### config.mk
export PLATFORM = sky130hd
export DESIGN_NAME = counter_arbiter
export DESIGN_NICKNAME = d
export VERILOG_FILES = /design/src/rtl/counter_arbiter.sv
export SDC_FILE = /design/constraint.sdc
export NUM_CORES = 1
export LEC_CHECK = 0
export ABC_CLOCK_PERIOD_IN_PS = 3000
export BUFFER_PORTS_ARGS = -buffer_cell sky130_fd_sc_hd__clkbuf_2
export CAP_MARGIN = 20
export CORE_MARGIN = 4
export CORE_UTILIZATION = 35
export CTS_BUF_LIST = sky130_fd_sc_hd__clkbuf_4
export DETAILED_ROUTE_END_ITERATION = 7
export GPL_TIMING_DRIVEN = 1
export MAX_ROUTING_LAYER = met4
export PLACE_DENSITY_LB_ADDON = 0.3
export SYNTH_ARGS = -nofsm -noshare
export SYNTH_HDL_FRONTEND = slang
export SYNTH_SLANG_ARGS = --single-unit
### constraint.sdc
create_clock -name clk -period 3 [get_ports clk]
set_input_delay 0.15 -clock clk [delete_from_list [all_inputs] [get_ports clk]]
set_output_delay 0.15 -clock clk [all_outputs]
set_load 0.1 [all_outputs]
### src/rtl/counter_arbiter.sv
// counter_arbiter: round-robin scheduler sharing a dual up/down counter (c1/c2)
// among NREQ requesters. Each grant runs a latched burst of en/direction
// cycles; a pending clear takes priority over new grants and is issued through
// start_over. All outputs are registered.
module counter_arbiter #(
   parameter int NREQ = 4,
   parameter int LENW = 4
) (
   input  logic                   clk,
   input  logic                   rst,
   input  logic [NREQ-1:0]        req,
   input  logic [NREQ-1:0]        cmd_en1,
   input  logic [NREQ-1:0]        cmd_en2,
   input  logic [NREQ-1:0]        cmd_dir1,
   input  logic [NREQ-1:0]        cmd_dir2,
   input  logic [NREQ*LENW-1:0]   cmd_len,
   input  logic                   clr_req,
   output logic [NREQ-1:0]        gnt,
   output logic [NREQ-1:0]        done,
   output logic                   clr_ack,
   output logic                   busy,
   output logic                   start_over,
   output logic                   en1,
   output logic                   en2,
   output logic                   direction1,
   output logic                   direction2
);

   localparam int PW = (NREQ > 1) ? $clog2(NREQ) : 1;

   typedef enum logic [1:0] {
      S_IDLE  = 2'd0,
      S_RUN   = 2'd1,
      S_CLEAR = 2'd2
   } state_t;

   // Control state
   state_t            r_state;
   logic [PW-1:0]     r_ptr;
   logic [PW-1:0]     r_k;
   logic [LENW-1:0]   r_rem;
   logic              r_clr_pend;
   logic              r_l_en1;
   logic              r_l_en2;
   logic              r_l_dir1;
   logic              r_l_dir2;

   // Registered outputs
   logic [NREQ-1:0]   r_gnt;
   logic [NREQ-1:0]   r_done;
   logic              r_clr_ack;
   logic              r_busy;
   logic              r_start_over;
   logic              r_en1;
   logic              r_en2;
   logic              r_dir1;
   logic              r_dir2;

   // Arbitration and next-state values
   logic              w_found;
   logic [PW-1:0]     w_sel;
   logic [LENW-1:0]   w_len;
   state_t            w_state_nxt;
   logic [PW-1:0]     w_ptr_nxt;
   logic [PW-1:0]     w_k_nxt;
   logic [LENW-1:0]   w_rem_nxt;
   logic              w_clr_pend_nxt;
   logic              w_l_en1_nxt;
   logic              w_l_en2_nxt;
   logic              w_l_dir1_nxt;
   logic              w_l_dir2_nxt;

   // Next output values
   logic [NREQ-1:0]   w_gnt_nxt;
   logic [NREQ-1:0]   w_done_nxt;
   logic              w_clr_ack_nxt;
   logic              w_busy_nxt;
   logic              w_start_over_nxt;
   logic              w_en1_nxt;
   logic              w_en2_nxt;
   logic              w_dir1_nxt;
   logic              w_dir2_nxt;

   // Circular index: (base + off) mod NREQ for base, off < NREQ
   function automatic logic [PW-1:0] f_wrap(input int base, input int off);
      int s;
      s = base + off;
      s = (s >= NREQ) ? (s - NREQ) : s;
      return PW'(s);
   endfunction

   // Find the first requesting index at or after the round-robin pointer;
   // scanning from the far end lets the nearest hit overwrite the others.
   always_comb begin
      w_found = 1'b0;
      w_sel   = PW'(0);
      for (int j = NREQ - 1; j >= 0; j--) begin
         if (req[f_wrap(int'(r_ptr), j)]) begin
            w_found = 1'b1;
            w_sel   = f_wrap(int'(r_ptr), j);
         end else begin
            w_found = w_found;
            w_sel   = w_sel;
         end
      end
   end

   assign w_len = cmd_len[w_sel*LENW +: LENW];

   // Next-state logic: clear beats grants in IDLE, bursts run to completion
   always_comb begin
      w_state_nxt    = r_state;
      w_ptr_nxt      = r_ptr;
      w_k_nxt        = r_k;
      w_rem_nxt      = r_rem;
      w_clr_pend_nxt = r_clr_pend | clr_req;
      w_l_en1_nxt    = r_l_en1;
      w_l_en2_nxt    = r_l_en2;
      w_l_dir1_nxt   = r_l_dir1;
      w_l_dir2_nxt   = r_l_dir2;
      case (r_state)
         S_IDLE: begin
            if (r_clr_pend || clr_req) begin
               w_state_nxt    = S_CLEAR;
               w_clr_pend_nxt = 1'b0;
            end else if (w_found) begin
               w_state_nxt  = S_RUN;
               w_k_nxt      = w_sel;
               w_ptr_nxt    = (w_sel == PW'(NREQ - 1)) ? PW'(0) : (w_sel + PW'(1));
               // a zero-length burst still occupies one RUN cycle, but never steps
               w_rem_nxt    = (w_len == LENW'(0)) ? LENW'(1) : w_len;
               w_l_en1_nxt  = cmd_en1[w_sel] & (w_len != LENW'(0));
               w_l_en2_nxt  = cmd_en2[w_sel] & (w_len != LENW'(0));
               w_l_dir1_nxt = cmd_dir1[w_sel];
               w_l_dir2_nxt = cmd_dir2[w_sel];
            end else begin
               w_state_nxt = S_IDLE;
            end
         end
         S_RUN: begin
            if (r_rem <= LENW'(1)) begin
               w_state_nxt = S_IDLE;
               w_rem_nxt   = LENW'(0);
            end else begin
               w_state_nxt = S_RUN;
               w_rem_nxt   = r_rem - LENW'(1);
            end
         end
         S_CLEAR: begin
            w_state_nxt = S_IDLE;
         end
         default: begin
            w_state_nxt = S_IDLE;
            w_rem_nxt   = LENW'(0);
         end
      endcase
   end

   // Output decode from the upcoming state, so outputs line up with it when registered
   always_comb begin
      w_gnt_nxt        = {NREQ{1'b0}};
      w_done_nxt       = {NREQ{1'b0}};
      w_clr_ack_nxt    = 1'b0;
      w_start_over_nxt = 1'b0;
      w_en1_nxt        = 1'b0;
      w_en2_nxt        = 1'b0;
      w_dir1_nxt       = 1'b0;
      w_dir2_nxt       = 1'b0;
      w_busy_nxt       = (w_state_nxt != S_IDLE);
      case (w_state_nxt)
         S_RUN: begin
            w_gnt_nxt[w_k_nxt] = 1'b1;
            w_done_nxt         = (w_rem_nxt == LENW'(1)) ? w_gnt_nxt : {NREQ{1'b0}};
            w_en1_nxt          = w_l_en1_nxt;
            w_en2_nxt          = w_l_en2_nxt;
            w_dir1_nxt         = w_l_dir1_nxt;
            w_dir2_nxt         = w_l_dir2_nxt;
         end
         S_CLEAR: begin
            w_start_over_nxt = 1'b1;
            w_clr_ack_nxt    = 1'b1;
         end
         S_IDLE: begin
            w_busy_nxt = 1'b0;
         end
         default: begin
            w_busy_nxt = 1'b0;
         end
      endcase
   end

   // State and output registers with synchronous reset
   always_ff @(posedge clk) begin
      if (rst) begin
         r_state      <= S_IDLE;
         r_ptr        <= PW'(0);
         r_k          <= PW'(0);
         r_rem        <= LENW'(0);
         r_clr_pend   <= 1'b0;
         r_l_en1      <= 1'b0;
         r_l_en2      <= 1'b0;
         r_l_dir1     <= 1'b0;
         r_l_dir2     <= 1'b0;
         r_gnt        <= {NREQ{1'b0}};
         r_done       <= {NREQ{1'b0}};
         r_clr_ack    <= 1'b0;
         r_busy       <= 1'b0;
         r_start_over <= 1'b0;
         r_en1        <= 1'b0;
         r_en2        <= 1'b0;
         r_dir1       <= 1'b0;
         r_dir2       <= 1'b0;
      end else begin
         r_state      <= w_state_nxt;
         r_ptr        <= w_ptr_nxt;
         r_k          <= w_k_nxt;
         r_rem        <= w_rem_nxt;
         r_clr_pend   <= w_clr_pend_nxt;
         r_l_en1      <= w_l_en1_nxt;
         r_l_en2      <= w_l_en2_nxt;
         r_l_dir1     <= w_l_dir1_nxt;
         r_l_dir2     <= w_l_dir2_nxt;
         r_gnt        <= w_gnt_nxt;
         r_done       <= w_done_nxt;
         r_clr_ack    <= w_clr_ack_nxt;
         r_busy       <= w_busy_nxt;
         r_start_over <= w_start_over_nxt;
         r_en1        <= w_en1_nxt;
         r_en2        <= w_en2_nxt;
         r_dir1       <= w_dir1_nxt;
         r_dir2       <= w_dir2_nxt;
      end
   end

   assign gnt        = r_gnt;
   assign done       = r_done;
   assign clr_ack    = r_clr_ack;
   assign busy       = r_busy;
   assign start_over = r_start_over;
   assign en1        = r_en1;
   assign en2        = r_en2;
   assign direction1 = r_dir1;
   assign direction2 = r_dir2;

endmodule

==> results of run 1 <==
==> synthesized netlist by cell type, types with 2 or more instances <==
cell / count / area share, %
dfxtp_1: 29 / 37
nor2_1: 21 / 5.0
nand2_1: 20 / 4.7
nand3_1: 13 / 4.1
mux2i_1: 12 / 7.6
o21ai_0: 10 / 3.2
a21oi_1: 9 / 2.8
inv_1: 8 / 1.9
ha_1: 6 / 4.7
nand2b_1: 4 / 1.6
nor3_1: 4 / 1.3
nor3b_1: 4 / 1.9
and2_1: 3 / 1.2
clkbuf_1: 3 / 0.71
nor2b_1: 3 / 1.2
o21a_1: 3 / 1.4
o31ai_1: 3 / 1.4
a211o_1: 2 / 1.1
a211oi_2: 2 / 1.6
a31oi_1: 2 / 0.79
and3_1: 2 / 0.79
buf_4: 2 / 0.95
buf_6: 2 / 1.4
mux2_2: 2 / 1.4
nand3b_1: 2 / 0.95
nor2b_2: 2 / 1.1
o41ai_1: 2 / 1.1
==> state kept, by name, summed over array words and instances (netlist names) <==
| name | cells |
|---|---|
| done | 4 |
| r_k | 2 |
| r_ptr | 2 |
| r_l_dir2 | 1 |
| en1 | 1 |
| direction1 | 1 |
| r_l_dir1 | 1 |
| r_state | 2 |
| r_rem | 4 |
| r_l_en1 | 1 |
| direction2 | 1 |
| start_over | 1 |
| busy | 1 |
| en2 | 1 |
| r_l_en2 | 1 |
| r_clr_pend | 1 |
| gnt | 4 |
==> per-layer routing <==
| metal | track usage (%) | vias up | share of wire [%] |
|---|---|---|---|
| met3 | 4.09 | 5 | 4.5 |
| met2 | 23.5 | 34 | 49 |
| met5 | - | - | 0 |
| li1 | - | 762 | - |
| met4 | 4.08 | 0 | 1.7 |
| met1 | 16.7 | 648 | 44 |
==> kinds of logic after synthesis <==
family	after synthesis
buffers and inverters	16
adders and majority gates	6
AOI/OAI and AO/OA	39
and+or+nand+nor	82
muxes	15
DFF	29
==> worst max-delay path, cell delays in order, from the launching register on <==
cell and delay (ps):
dfxtp_1 430, inv_1 70, ha_1 220, nor2_1 110
o31ai_1 110, and2_1 200, inv_1 70, ha_1 180
nor2b_1 360, and4_1 240, o21ai_1 70, a211oi_2 270
nor3b_1 200
==> area by class of cell <==
cell class	instances	share of cell area [%]
multi-input cells	142	46.8
well taps	52	3.31
flip-flops and latches	29	29.6
clock inverters	2	1.72
clock buffers	6	2.29
inverters	9	1.98
repair buffers	55	14.3
==> power by group through the flow <==
stage	Sequential [mW]	Combinational [mW]	Clock [mW]
finish	0.442	0.387	0.315
floorplan	0.510	0.249	0
CTS	0.441	0.390	0.327
global placement	0.450	0.386	0
global route	0.446	0.433	0.347
detailed placement	0.450	0.388	0
==> metrics by stage <==
stage	instances	worst slack, ps	power (mW)	hold WS [ps]
6_report	295	391	1.14	110
5_1_grt	295	93.8	1.23	135
4_1_cts	295	396	1.16	91.1
3_5_place_dp	287	430	0.838	444
3_3_place_gp	287	519	0.836	445
2_1_floorplan	187	668	0.759	321
==> worst paths after layout <==
path	from	to	slack, ps	cells past startpoint
min reg2reg	r_l_dir2$_SDFF_PP0_	r_l_dir2$_SDFF_PP0_	460	2
max reg2reg	r_rem[0]$_SDFF_PP0_	done[3]$_SDFF_PP0_	390	12
min	clr_req	r_clr_pend$_SDFF_PP0_	110	3
max	r_rem[0]$_SDFF_PP0_	done[3]$_SDFF_PP0_	390	12
==> out/metrics.cfg, run 1 <==
[yosys]
synthFlopType = dfxtp_1
synth_compound_area_share_pct = 17.6
synth_xor_area_share_pct = 0
synth-simple-area-share_pct = 25.7
ys_ff_latch = 29
yosys-mux-area-fraction_pct = 9.93
yosys_warnings = 0
netlist_area_um2 = 1590
ys_seq_area_share_pct = 36.6
synth.distinct_cells = 39
synth_fa_ha_area_share_pct = 4.73
synthArstFlopShare_pct = 0
synth_top_family_by_area = simple AND/OR/NAND/NOR gates
synth_edf_count = 0
synth.avg_cell_area_um2 = 8.49
syn_inst = 187
syn_nets = 232

[final_layout]
fin_util_pct = 44.8
stdcell_area_um2 = 1960
multi_input_area_um2 = 920
register_area_um2 = 581
final_layout_size_suffix_gt1_share_pct = 30.9
antenna_cells = 0
final_cell_mix = clkbuf_2 (53), dfxtp_1 (29), nor2_1 (21)
final_common_cell = clkbuf_2
syn2layout_area_growth_pct = 23.6
fillers = 449
nets = 287

[grt]
overflow = 0
grt_pass1_wl_mm = 6.04
grt_max_degree = 22
grt_pass1_vias = 1398
antenna_found_initial = 0
track_usage_pct = 14.2

[pwr]
p_per_area_nw_per_um2 = 583
ir_drop_mv = 0.201
switching_power_mw = 0.407
combPwrFrac_pct = 33.9
p_int_mw = 0.737
seq_power_share_pct = 38.6
clockPowerShare_pct = 27.5
leakage_nw = 0.905
sw_frac_of_total_pct = 35.6

[clock_network]
clock_latency_ps = 320
post_cts_buffers = 0
cts_max_path_buffers = 2
root_buffer = clkbuf_4
clock_sinks = 29
ctsHoldBuffers = 0
cts_tree = built
cts_buffers = 5
path_clk_slew_ps = 90
ctsHtreeMaxLevel = 2
postCtsResizedCells = 0

[worst_setup_path]
worstSetupPathType = flip-flop to flip-flop
critPathLaunchType = flip-flop
crit_fanout = 6
worstPathRequired_ps = 3250
crit_arrival_ps = 2860
crit_path_end_kind = flip-flop

[sta]
period_minus_slack_ps = 2610
slew_headroom_pct = 64.0
rsz0062_at_grt = no
period_share_pct = 87.0
hold_violations = 0
tns_ps = 0
finalSetupViolCount = 0
maxSlewViolCount = 0
clock.fmax_mhz = 383
skew_ps = 3.11
max_slew.worst_pin.slew_ps = 543

[place]
post_dp_cell_area_um2 = 1880
gp_congestion = 0.785
io_buffer_count = 53
dpl.hpwl_mm = 2.78

[detailed_routing]
vias_per_cell = 4.91
antenna_left = 0
first_pass_iters = 4
drcViolationCount = 0
route.detailed.wl_per_inst_um = 12.0
drt_iter0_markers = 88
routed_wl_mm = 3.55
dr_total_vias = 1449

[floorplanning]
die_x_um = 75.4
start_util_pct = 36.2
rows = 24
dieArea_um2 = 5680
io_pins = 54
die_y_um = 75.4
core_area_um2 = 4380

[job]
cap_violations = 0

[hold_path]
worstHoldPathType = input port to flip-flop

[run_status]
status = completed

No activity file was read; power rests on OpenSTA's default activity.
==> run 2: changes to the inputs <==
--- a/config.mk
+++ b/config.mk
@@ -5,12 +5,10 @@
 export SDC_FILE = /design/constraint.sdc
 export NUM_CORES = 1
 export LEC_CHECK = 0
-export ABC_CLOCK_PERIOD_IN_PS = 3000
 export BUFFER_PORTS_ARGS = -buffer_cell sky130_fd_sc_hd__clkbuf_2
 export CAP_MARGIN = 20
 export CORE_MARGIN = 4
 export CORE_UTILIZATION = 35
-export CTS_BUF_LIST = sky130_fd_sc_hd__clkbuf_4
 export DETAILED_ROUTE_END_ITERATION = 7
 export GPL_TIMING_DRIVEN = 1
 export MAX_ROUTING_LAYER = met4
==> out/metrics.cfg, run 2 (synthesis results as in run 1) <==
[run_status]
status = completed

[detailed_routing]
first_pass_iters = 4  ; unchanged
route.detailed.wl_per_inst_um = 12.1  ; +1.0%
drt_iter0_markers = 110  ; +25%
dr_total_vias = 1457  ; +0.55%
vias_per_cell = 4.94  ; +0.55%
antenna_left = 0  ; unchanged
drcViolationCount = 0  ; unchanged
routed_wl_mm = 3.58  ; +1.0%

[place]
dpl.hpwl_mm = 2.78  ; unchanged
gp_congestion = 0.785  ; unchanged
placedCellCount = 287  ; unchanged
dp_slack_ps = 430  ; unchanged
post_dp_cell_area_um2 = 1880  ; unchanged
io_buffer_count = 53  ; unchanged

[sta]
maxSlewViolCount = 0  ; unchanged
finalSetupViolCount = 0  ; unchanged
hold_violations = 0  ; unchanged
tns_ps = 0  ; unchanged
clock.fmax_mhz = 381  ; -0.54%
rsz0062_at_grt = no
slew_headroom_pct = 64.0  ; about the same
period_share_pct = 87.4  ; +0.47 points
max_slew.worst_pin.slew_ps = 543  ; -0.0943 ps
fin_ws_ps = 377  ; -14.1 ps
period_minus_slack_ps = 2620  ; +14.1 ps
skew_ps = 4.14  ; +1.03 ps
whs_ps = 163  ; +53.5 ps

[pwr]
finalPower_mw = 1.25  ; +8.8%
seq_power_share_pct = 35.5  ; -3.1 points
switching_power_mw = 0.420  ; +3.1%
sw_frac_of_total_pct = 33.7  ; -1.9 points
combPwrFrac_pct = 31.2  ; -2.7 points
ir_drop_mv = 0.274  ; +36%
p_int_mw = 0.825  ; +12%
leakage_nw = 0.921  ; +1.7%
p_per_area_nw_per_um2 = 622  ; +6.8%
clockPowerShare_pct = 33.3  ; +5.8 points

[clock_network]
cts_tree = built
cts_buffers = 5  ; unchanged
root_buffer = clkbuf_8
cts_max_path_buffers = 2  ; unchanged
clock_latency_ps = 270  ; -50 ps
path_clk_slew_ps = 60  ; -30 ps
postCtsResizedCells = 0  ; unchanged
ctsHtreeMaxLevel = 2  ; unchanged
clock_sinks = 29  ; unchanged
ctsHoldBuffers = 0  ; unchanged
post_cts_buffers = 0  ; unchanged

[worst_setup_path]
worstSetupPathType = flip-flop to flip-flop
worstPathRequired_ps = 3190  ; -60 ps
crit_fanout = 6  ; unchanged
crit_path_end_kind = flip-flop
crit_arrival_ps = 2820  ; -40 ps
critPathLaunchType = flip-flop

[grt]
antenna_found_initial = 0  ; unchanged
grt_pass1_vias = 1448  ; +3.6%
grt_pass1_wl_mm = 6.15  ; +1.7%
overflow = 0  ; unchanged
track_usage_pct = 14.3  ; +0.11 points
grt_max_degree = 22  ; unchanged

[floorplanning]
die_y_um = 75.4  ; unchanged
rows = 24  ; unchanged
io_pins = 54  ; unchanged
dieArea_um2 = 5680  ; unchanged
die_x_um = 75.4  ; unchanged
core_area_um2 = 4380  ; unchanged
start_util_pct = 36.2  ; unchanged

[final_layout]
final_layout_size_suffix_gt1_share_pct = 30.9  ; unchanged
fin_util_pct = 45.6  ; +0.86 points
final_cells = 295  ; unchanged
syn2layout_area_growth_pct = 26.0
nets = 287  ; unchanged
final_common_cell = clkbuf_2
final_cell_mix = clkbuf_2 (53), dfxtp_1 (29), nor2_1 (21)
stdcell_area_um2 = 2000  ; +1.9%
antenna_cells = 0  ; unchanged

[hold_path]
worstHoldPathType = input port to flip-flop

[job]
cap_violations = 0  ; unchanged

run 2: changes by cell type in the layout (fill, tap and decap cells not counted):
cell      before  now
clkbuf_1       0    1
clkbuf_8       0    6
clkinv_1       1    0
clkbuf_4       6    0
run 2: final timing paths:
check                       from                    end  slack [ps]  cells after the start
min                      clr_req  r_clr_pend$_SDFF_PP0_         160                      3
max          r_rem[0]$_SDFF_PP0_     done[3]$_SDFF_PP0_         380                     12
min reg2reg  r_l_dir2$_SDFF_PP0_    r_l_dir2$_SDFF_PP0_         460                      2
max reg2reg  r_rem[0]$_SDFF_PP0_     done[3]$_SDFF_PP0_         380                     12
run 2: layer usage:
metal | track usage, % | up-vias | part of all wire, %
met5 | - | - | 0
li1 | - | 762 | -
met4 | 5.24 | 0 | 0.73
met1 | 16.7 | 659 | 44
met3 | 2.90 | 2 | 4.2
met2 | 24.2 | 34 | 51
run 2: cell type report:
cell class,count,area (um^2)
Multi-Input combinational cell,142,920
Tap cell,52,65.1
Sequential cell,29,581
Clock buffer,7,86.3
Clock inverter,1,30.0
Timing Repair Buffer,55,280
Fill cell,438,2380
Inverter,9,38.8
run 2: power by group through the flow:
stage | sequential, mW | combinational [mW] | clock, mW
2_1_floorplan | 0.510 | 0.249 | 0
4_1_cts | 0.442 | 0.391 | 0.424
3_3_place_gp | 0.450 | 0.386 | 0
5_1_grt | 0.446 | 0.434 | 0.442
6_report | 0.442 | 0.388 | 0.415
3_5_place_dp | 0.450 | 0.388 | 0
run 2: critical path, cell delays in order, from the launching register on:
cell	delay, ps
dfxtp_1	430
inv_1	80
ha_1	220
nor2_1	110
o31ai_1	110
and2_1	200
inv_1	70
ha_1	180
nor2b_1	350
and4_1	240
o21ai_1	70
a211oi_2	280
nor3b_1	200
==> run 3: changes to the inputs <==
--- a/config.mk
+++ b/config.mk
@@ -7,7 +7,7 @@
 export LEC_CHECK = 0
 export BUFFER_PORTS_ARGS = -buffer_cell sky130_fd_sc_hd__clkbuf_2
 export CAP_MARGIN = 20
-export CORE_MARGIN = 4
+export CORE_MARGIN = 2
 export CORE_UTILIZATION = 35
 export DETAILED_ROUTE_END_ITERATION = 7
 export GPL_TIMING_DRIVEN = 1
==> out/metrics.cfg, run 3 (synthesis results as in run 1) <==
[clock_network]
cts_max_path_buffers = 2  ; unchanged
clock_latency_ps = 280  ; about the same
clock_sinks = 29  ; unchanged
postCtsResizedCells = 0  ; unchanged
post_cts_buffers = 0  ; unchanged
path_clk_slew_ps = 60  ; about the same
ctsHtreeMaxLevel = 2  ; unchanged
cts_buffers = 5  ; unchanged
cts_tree = built
root_buffer = clkbuf_8
ctsHoldBuffers = 0  ; unchanged

[grt]
grt_max_degree = 22  ; unchanged
grt_pass1_vias = 1456  ; +0.55%
antenna_found_initial = 0  ; unchanged
overflow = 0  ; unchanged
grt_pass1_wl_mm = 6.01  ; -2.2%
track_usage_pct = 15.0  ; +0.70 points

[worst_setup_path]
slowest_delay_ps = 430  ; about the same
worstSetupPathType = flip-flop to flip-flop
crit_fanout = 6  ; unchanged
reg2regPathDepth = 12  ; unchanged
critical_path.top_delay_family = simple AND/OR/NAND/NOR gates
cp_slowest_cell = dfxtp_1
worstSetupPathDepth = 12  ; unchanged
path_buf_inv = 2  ; unchanged
critPathLaunchType = flip-flop
crit_arrival_ps = 2850  ; +30 ps
worstPathRequired_ps = 3200  ; about the same
crit_path_end_kind = flip-flop
path_cells = inv_1, ha_1, nor2_1, o31ai_1, and2_1, inv_1, ha_1, nor2b_1, and4_1, o21ai_1, a211oi_2, nor3b_1

[pwr]
p_int_mw = 0.715  ; -13%
p_per_area_nw_per_um2 = 578  ; -7.1%
switching_power_mw = 0.423  ; +0.63%
leakage_nw = 0.907  ; -1.5%
ir_drop_mv = 0.251  ; -8.4%
sw_frac_of_total_pct = 37.2  ; +3.4 points
combPwrFrac_pct = 34.2  ; +3.0 points
clockPowerShare_pct = 26.9  ; -6.4 points
seq_power_share_pct = 38.9  ; +3.4 points

[sta]
hold_violations = 0  ; unchanged
finalSetupViolCount = 0  ; unchanged
max_slew.worst_pin.slew_ps = 550  ; +7.42 ps
period_minus_slack_ps = 2660  ; +32.3 ps
clock.fmax_mhz = 377  ; -1.2%
tns_ps = 0  ; unchanged
maxSlewViolCount = 0  ; unchanged
skew_ps = 2.57  ; -1.57 ps
rsz0062_at_grt = no
period_share_pct = 88.5  ; +1.1 points
whs_ps = 167  ; +3.84 ps
slew_headroom_pct = 63.5  ; -0.49 points

[place]
io_buffer_count = 53  ; unchanged
placedCellCount = 287  ; unchanged
gp_congestion = 0.823  ; +4.8%
dpl.hpwl_mm = 2.70  ; -2.8%

[final_layout]
multi_input_area_um2 = 920  ; unchanged
syn2layout_area_growth_pct = 23.9
register_area_um2 = 581  ; unchanged
final_cell_mix = clkbuf_2 (53), dfxtp_1 (29), nor2_1 (21)
nets = 287  ; unchanged
final_cells = 295  ; unchanged
fillers = 419  ; -4.3%
final_layout_size_suffix_gt1_share_pct = 30.9  ; unchanged
antenna_cells = 0  ; unchanged
final_common_cell = clkbuf_2

[detailed_routing]
dr_total_vias = 1483  ; +1.8%
drt_iter0_markers = 110  ; unchanged
route.detailed.wl_per_inst_um = 11.7  ; -3.5%
drcViolationCount = 0  ; unchanged
first_pass_iters = 5  ; +1
antenna_left = 0  ; unchanged
routed_wl_mm = 3.46  ; -3.5%
vias_per_cell = 5.03  ; +1.8%

[floorplanning]
die_x_um = 71.4  ; -5.3%
start_util_pct = 36.5  ; +0.25 points
rows = 24  ; unchanged
die_y_um = 71.4  ; -5.3%
io_pins = 54  ; unchanged
dieArea_um2 = 5090  ; -10%
core_area_um2 = 4350  ; -0.68%

[hold_path]
hold_depth = 3  ; unchanged
worstHoldPathType = input port to flip-flop

[run_status]
status = completed

[job]
cap_violations = 0  ; unchanged

-- run 3: final timing paths --
| path | start | endpoint | slack (ps) |
|---|---|---|---|
| setup / recovery | r_rem[0]$_SDFF_PP0_ | done[1]$_SDFF_PP0_ | 340 |
| hold / removal | clr_req | r_clr_pend$_SDFF_PP0_ | 170 |
| setup reg to reg | r_rem[0]$_SDFF_PP0_ | done[1]$_SDFF_PP0_ | 340 |
| hold reg to reg | r_l_dir2$_SDFF_PP0_ | r_l_dir2$_SDFF_PP0_ | 460 |
-- run 3: routing by layer --
metal  share of wire [%]  track usage, %  vias up
met1                  44            16.7      684
met4                 1.1            5.03        0
met2                  51            26.6       31
met3                 3.4            2.95        4
li1                    -               -      764
met5                   0               -        -
-- run 3: stage by stage --
step           utilization [%]  worst slack [ps]  power, mW  instance area [um^2]
3_3_place_gp              43.3               513      0.840                  1880
2_1_floorplan                -               668      0.759                  1590
3_5_place_dp              43.3               380      0.840                  1880
4_1_cts                   45.2               363       1.15                  1970
5_1_grt                   45.2              43.0       1.20                  1970
6_report                  45.2               345       1.14                  1970
-- run 3: power by group through the flow --
stage               registers [mW]  logic, mW  clock network [mW]
floorplan                    0.510      0.249                   0
global placement             0.451      0.389                   0
detailed placement           0.451      0.389                   0
CTS                          0.442      0.390               0.315
global route                 0.447      0.430               0.327
finish                       0.443      0.389               0.306
-- run 3: final cells by class --
cell class | instances | area share, %
repair buffers | 55 | 14.2
flip-flops and latches | 29 | 29.5
clock inverters | 2 | 0.509
multi-input cells | 142 | 46.8
clock buffers | 6 | 3.69
well taps | 52 | 3.31
inverters | 9 | 1.97
-- run 3: worst register-to-register path, cell delays in order, from the launching register on --
cell and delay [ps]:
dfxtp_1 430, inv_1 70, ha_1 220, nor2_1 110, o31ai_1 110, and2_1 200
inv_1 70, ha_1 200, nor2b_1 370, and4_1 240, o21ai_1 70, a211oi_2 280
nor3b_1 210
